==> src/rtl/uart_frame_assembler.sv <==
// Framing controller behind the UART receiver: hunts for a sync byte, collects a
// fixed-length payload, verifies its XOR checksum and offers the frame on valid/ready.
module uart_frame_assembler #(
    parameter int         INPUT_CLOCK_FREQ = 100_000_000,
    parameter int         BAUD_RATE        = 57600,
    parameter int         PAYLOAD_BYTES    = 4,
    parameter logic [7:0] SYNC_BYTE        = 8'hA5,
    parameter int         TIMEOUT_BAUDS    = 20
) (
    input  logic                       clk_in,
    input  logic                       rst_n_in,
    input  logic                       byte_valid_in,
    input  logic [7:0]                 byte_in,
    input  logic                       frame_ready_in,
    output logic                       frame_valid_out,
    output logic [8*PAYLOAD_BYTES-1:0] frame_data_out,
    output logic                       frame_error_out,
    output logic [1:0]                 error_code_out,
    output logic                       busy_out
);

    localparam int BIT_CYCLES     = INPUT_CLOCK_FREQ / BAUD_RATE;
    localparam int TIMEOUT_CYCLES = TIMEOUT_BAUDS * BIT_CYCLES;
    localparam int IDX_W          = $clog2(PAYLOAD_BYTES + 1);
    localparam int CNT_W          = $clog2(TIMEOUT_CYCLES + 1);
    localparam int DATA_W         = 8 * PAYLOAD_BYTES;

    localparam logic [IDX_W-1:0] IDX_LAST = IDX_W'(PAYLOAD_BYTES - 1);
    localparam logic [CNT_W-1:0] CNT_LAST = CNT_W'(TIMEOUT_CYCLES - 1);

    localparam logic [1:0] ERR_CHECKSUM = 2'b01;
    localparam logic [1:0] ERR_OVERRUN  = 2'b10;
    localparam logic [1:0] ERR_TIMEOUT  = 2'b11;

    typedef enum logic [1:0] {IDLE, PAYLOAD, CHECK, HOLD} state_t;

    state_t              state, state_next;
    logic [IDX_W-1:0]    idx, idx_next;
    logic [7:0]          chk, chk_next;
    logic [CNT_W-1:0]    cnt, cnt_next;
    logic [DATA_W-1:0]   buffer, buffer_next;
    logic                valid_next;
    logic [DATA_W-1:0]   data_next;
    logic                err_next;
    logic [1:0]          code_next;
    logic                busy_next;
    logic                handshake;

    always_ff @(posedge clk_in or negedge rst_n_in) begin
        if (!rst_n_in) begin
            state           <= IDLE;
            idx             <= '0;
            chk             <= '0;
            cnt             <= '0;
            buffer          <= '0;
            frame_valid_out <= 1'b0;
            frame_data_out  <= '0;
            frame_error_out <= 1'b0;
            error_code_out  <= '0;
            busy_out        <= 1'b0;
        end else begin
            state           <= state_next;
            idx             <= idx_next;
            chk             <= chk_next;
            cnt             <= cnt_next;
            buffer          <= buffer_next;
            frame_valid_out <= valid_next;
            frame_data_out  <= data_next;
            frame_error_out <= err_next;
            error_code_out  <= code_next;
            busy_out        <= busy_next;
        end
    end

    assign handshake = frame_valid_out & frame_ready_in;

    // A byte arriving on the last allowed cycle is processed ahead of the timeout.
    always_comb begin
        state_next  = state;
        idx_next    = idx;
        chk_next    = chk;
        cnt_next    = cnt;
        buffer_next = buffer;
        valid_next  = frame_valid_out;
        data_next   = frame_data_out;
        err_next    = 1'b0;
        code_next   = error_code_out;

        case (state)
            IDLE: begin
                cnt_next = '0;
                if (byte_valid_in && byte_in == SYNC_BYTE) begin
                    state_next = PAYLOAD;
                    idx_next   = '0;
                    chk_next   = '0;
                end
            end
            PAYLOAD: begin
                if (byte_valid_in) begin
                    for (int i = 0; i < PAYLOAD_BYTES; i++) begin
                        if (idx == IDX_W'(i)) buffer_next[8*i +: 8] = byte_in;
                    end
                    chk_next = chk ^ byte_in;
                    idx_next = idx + 1'b1;
                    cnt_next = '0;
                    if (idx == IDX_LAST) state_next = CHECK;
                end else if (cnt == CNT_LAST) begin
                    err_next   = 1'b1;
                    code_next  = ERR_TIMEOUT;
                    cnt_next   = '0;
                    state_next = IDLE;
                end else begin
                    cnt_next = cnt + 1'b1;
                end
            end
            CHECK: begin
                if (byte_valid_in) begin
                    cnt_next = '0;
                    if (byte_in == chk) begin
                        data_next  = buffer;
                        valid_next = 1'b1;
                        state_next = HOLD;
                    end else begin
                        err_next   = 1'b1;
                        code_next  = ERR_CHECKSUM;
                        state_next = IDLE;
                    end
                end else if (cnt == CNT_LAST) begin
                    err_next   = 1'b1;
                    code_next  = ERR_TIMEOUT;
                    cnt_next   = '0;
                    state_next = IDLE;
                end else begin
                    cnt_next = cnt + 1'b1;
                end
            end
            HOLD: begin
                cnt_next = '0;
                if (handshake) begin
                    valid_next = 1'b0;
                    if (byte_valid_in && byte_in == SYNC_BYTE) begin
                        state_next = PAYLOAD;
                        idx_next   = '0;
                        chk_next   = '0;
                    end else begin
                        state_next = IDLE;
                    end
                end else if (byte_valid_in) begin
                    err_next  = 1'b1;
                    code_next = ERR_OVERRUN;
                end
            end
            default: state_next = IDLE;
        endcase

        busy_next = (state_next != IDLE);
    end

endmodule

==> config.mk <==
export PLATFORM = sky130hd
export DESIGN_NAME = uart_frame_assembler
export DESIGN_NICKNAME = d
export VERILOG_FILES = /design/src/rtl/uart_frame_assembler.sv
export SDC_FILE = /design/constraint.sdc
export NUM_CORES = 1
export LEC_CHECK = 0
export BUFFER_PORTS_ARGS = -buffer_cell sky130_fd_sc_hd__buf_2
export CAP_MARGIN = 15
export CORE_MARGIN = 10
export CORE_UTILIZATION = 52
export CTS_CLUSTER_SIZE = 16
export DETAILED_ROUTE_END_ITERATION = 7
export GPL_ROUTABILITY_DRIVEN = 0
export PLACE_DENSITY = 0.72
export SETUP_SLACK_MARGIN = 0.4
export SYNTH_ARGS = -nofsm -noshare
export SYNTH_HDL_FRONTEND = slang
export SYNTH_SLANG_ARGS = --single-unit
==> constraint.sdc <==
create_clock -name clk_in -period 4.2 [get_ports clk_in]
set_input_delay 0.21 -clock clk_in [delete_from_list [all_inputs] [get_ports clk_in]]
set_output_delay 0.21 -clock clk_in [all_outputs]
set_load 0.01 [all_outputs]
==> out/results.tsv <==
stage	metric	value	unit
outcome	status	finished, final reports clean	
cells_and_area	fillers	714	
timing	skew	13.6	ps
detailed_routing	drc	0	
critical_path	cp.arrival	2830	ps
logic_synthesis	synth_edf_count	0	
detailed_routing	ant_nets	0	
grt	grt_pass1_vias	3009	
cells_and_area	multi_input_area	0.00182	sq mm
power	p_sw_share	32.5	%
critical_path	rr_worst_depth	6	
critical_path	path_delay_family	simple AND/OR/NAND/NOR gates	
power	power_switching	0.865	mW
logic_synthesis	postSynth.asyncResetShare	100	%
cells_and_area	diodes	0	
timing	rsz0062_at_grt	no	
floorplanning	num_io_pins	49	
cells_and_area	fin_nets	431	
detailed_routing	vias	2849	
clocking	cts_num_sinks	98	
critical_path	r2r_setup_slack	1620	ps
run	cap_violations	0	
power	combPwrFrac	25.7	%
critical_path	r2r_end	frame_data_out[29]	
clocking	cts_setup_buffers	0	
placement	dp_slack	1630	ps
critical_path	worstPathRequired	4450	ps
floorplanning	initial_utilization	53.8	%
detailed_routing	drt_iter0_markers	129	
floorplanning	die_w	113	um
critical_path	crit_chain	inv_1 -> ha_1 -> inv_1 -> nor2_1 -> and3_2 -> mux2_2	
worst_hold_path	hold_path_class	in2reg	
critical_path	cp_common_cell	inv_1	
floorplanning	die_h	113	um
timing	worst_slew_pin_slew	924	ps
clocking	clkTransAtPathRegs	100	ps
timing	setup_tns	0	ps
clocking	cts_tree	done	
logic_synthesis	ys_seq_area_share	55.0	%
detailed_routing	dr.pass1.iters	4	
floorplanning	core_area	0.00830	sq mm
logic_synthesis	synth_area	0.00446	sq mm
grt	overflow	0	
critical_path	max_stage_delay	830	ps
power	p_per_area	541	mW/mm^2
grt	grt_max_degree	68	
power	seqPwrFrac	49.8	%
timing	finalMaxSlewViolations	0	
timing	timing.final.crit_share	61.4	%
logic_synthesis	synth_fp_nets	388	
power	ir_worst_vdd	0.248	mV
clocking	htreeDepth	3	
logic_synthesis	postSynthAreaPerCell	12.2	sq um
critical_path	critPathCaptureType	flop	
floorplanning	fp-row-count	33	
critical_path	timing.rr.start	state[0]	
cells_and_area	drive_gt1_share	33.2	%
clocking	clock_latency	370	ps
critical_path	path_buf_inv	2	
timing	max_freq	0.388	GHz
logic_synthesis	synth_seq_cells	98	
cells_and_area	syn_to_final_growth	10.3	%
placement	port_buffers	48	
power	internal_power	1.80	mW
worst_hold_path	hp-start	frame_ready_in	
timing	setup_viol	0	
grt	antenna_found_initial	0	
grt	track_usage	14.5	%
clocking	root_buffer	clkbuf_8	
clocking	cts_resized	0	
clocking	numCtsBuffers	9	
cells_and_area	regArea	0.00245	sq mm
detailed_routing	drt_wl_total	8860	um
critical_path	critical_path.max_fanout	37	
logic_synthesis	ys.flop_type	dfrtp_1	
critical_path	start_kind	flop	
detailed_routing	avgViaCountPerCell	5.50	
power	leakagePower	2.41	nW
timing	slew_headroom	38.4	%
timing	hold_viol_final	0	
worst_hold_path	hold_depth	3	
worst_hold_path	worstHoldEndpoint	frame_valid_out	
logic_synthesis	yosys_warnings	0	
power	power_frac_clock	24.5	%
critical_path	cp_slowest_cell	and3_2	
detailed_routing	wl_per_cell	17.1	um
timing	post-route-worst-setup-slack	1620	ps
placement	dp_hpwl	6110	um
logic_synthesis	yosysUniqueCellTypes	44	
timing	min_period	2580	ps
grt	grt_pass1_wl	15000	um
critical_path	path_class	reg2reg	
logic_synthesis	synthCells	365	
clocking	cts_buffer_depth	2	
floorplanning	dieArea	0.0127	sq mm
sequential cells by signal (all words and copies together) (netlist names):
name	flops
busy_out	1
frame_data_out	32
state	2
cnt	16
frame_error_out	1
idx	3
error_code_out	2
chk	8
frame_valid_out	1
buffer	32
metal layers:
metal / part of all wire [%] / track usage, % / vias up
met3: 4.6 / 3.89 / 16
met2: 46 / 22.2 / 63
met5: 0 / 0 / -
met4: 2.5 / 6.85 / 0
li1: - / - / 1348
met1: 47 / 18.6 / 1422
cell usage after synthesis, drive strengths merged (2+ instances only):
master  number  area share, %
dfrtp       98             55
mux2        64             16
nor2        31            2.8
nand2       24            2.0
o21ai       24            2.7
xor2        14            2.7
buf         12            2.8
nand3       12            1.3
ha          11            3.1
inv         11           0.93
a21oi        7           0.79
xnor2        7            1.4
clkbuf       6           0.59
nor3         6           0.79
and3         5           0.70
nor4         3           0.70
or3          3           0.42
a21boi       2           0.34
and2         2           0.28
and4         2           0.39
nor4b        2           0.39
o211ai       2           0.34
o22a         2           0.39
o41ai        2           0.56
logic make-up (layout without fill, tap and decap cells):
family	Yosys count	count (layout)	synth area share [%]
simple gates	96	96	10.8
xor+xnor	21	21	4.12
mux	64	64	16.2
flops	98	98	55.0
compound gates	46	46	6.59
buf+inv	29	77	4.29
fa+ha+maj	11	11	3.08
placed cells by master (no fill, tap or decap), types with 3 or more instances in the layout:
| cell | count |
|---|---|
| and3_1 | 4 |
| nor2_1 | 30 |
| inv_1 | 11 |
| o21ai_0 | 24 |
| nand2_1 | 24 |
| nand3_1 | 12 |
| nor3_1 | 5 |
| xor2_1 | 14 |
| mux2_2 | 64 |
| ha_1 | 11 |
| xnor2_1 | 7 |
| a21oi_1 | 7 |
| clkbuf_8 | 9 |
| buf_2 | 47 |
| dfrtp_1 | 98 |
| or3_1 | 3 |
repair_timing:
item | in CTS | in global routing
endpoints found under the hold margin | 66 | 0
setup endpoints to repair | 0 | 0
hold buffers | 1 | 0
power by group through the flow:
stage          Combinational (mW)  Clock, mW  Sequential, mW
2_1_floorplan               0.512          0            1.32
6_report                    0.683      0.653            1.33
4_1_cts                     0.694      0.671            1.32
5_1_grt                     0.770      0.717            1.36
3_3_place_gp                0.658          0            1.33
3_5_place_dp                0.691          0            1.35
worst min-delay path: stages:
cell and delay [ps]:
buf_2 120, o21ai_0 70, o2bb2ai_1 100
layout make-up:
class / count / area share, %
flip-flops and latches: 98 / 49.8
multi-input cells: 238 / 37.0
repair buffers: 50 / 5.29
well taps: 105 / 2.67
clock buffers: 9 / 2.52
clock inverters: 7 / 1.91
inverters: 11 / 0.839
per-stage QoR:
step	utilization (%)	instances	hold WS, ps	cell area [sq um]	power (mW)
after floorplan	-	365	-85.6	4460	1.83
after global placement	56.6	501	359	4690	1.99
after detailed placement	56.6	501	374	4690	2.04
after CTS	59.3	518	154	4920	2.69
after global routing	59.3	518	178	4920	2.84
final	59.3	518	170	4920	2.66
worst max-delay path by stage:
stage	from	endpoint	slack, ps	depth (start not counted)
2_1_floorplan	state[0]	frame_data_out[17]	2300	8
3_3_place_gp	state[0]	frame_data_out[14]	1770	6
3_5_place_dp	state[0]	frame_data_out[29]	1630	6
4_1_cts	state[0]	frame_data_out[29]	1610	6
5_1_grt	state[0]	frame_data_out[29]	1390	6
6_report	state[0]	frame_data_out[29]	1620	6
Note: power is estimated with default switching activity, not from simulation.
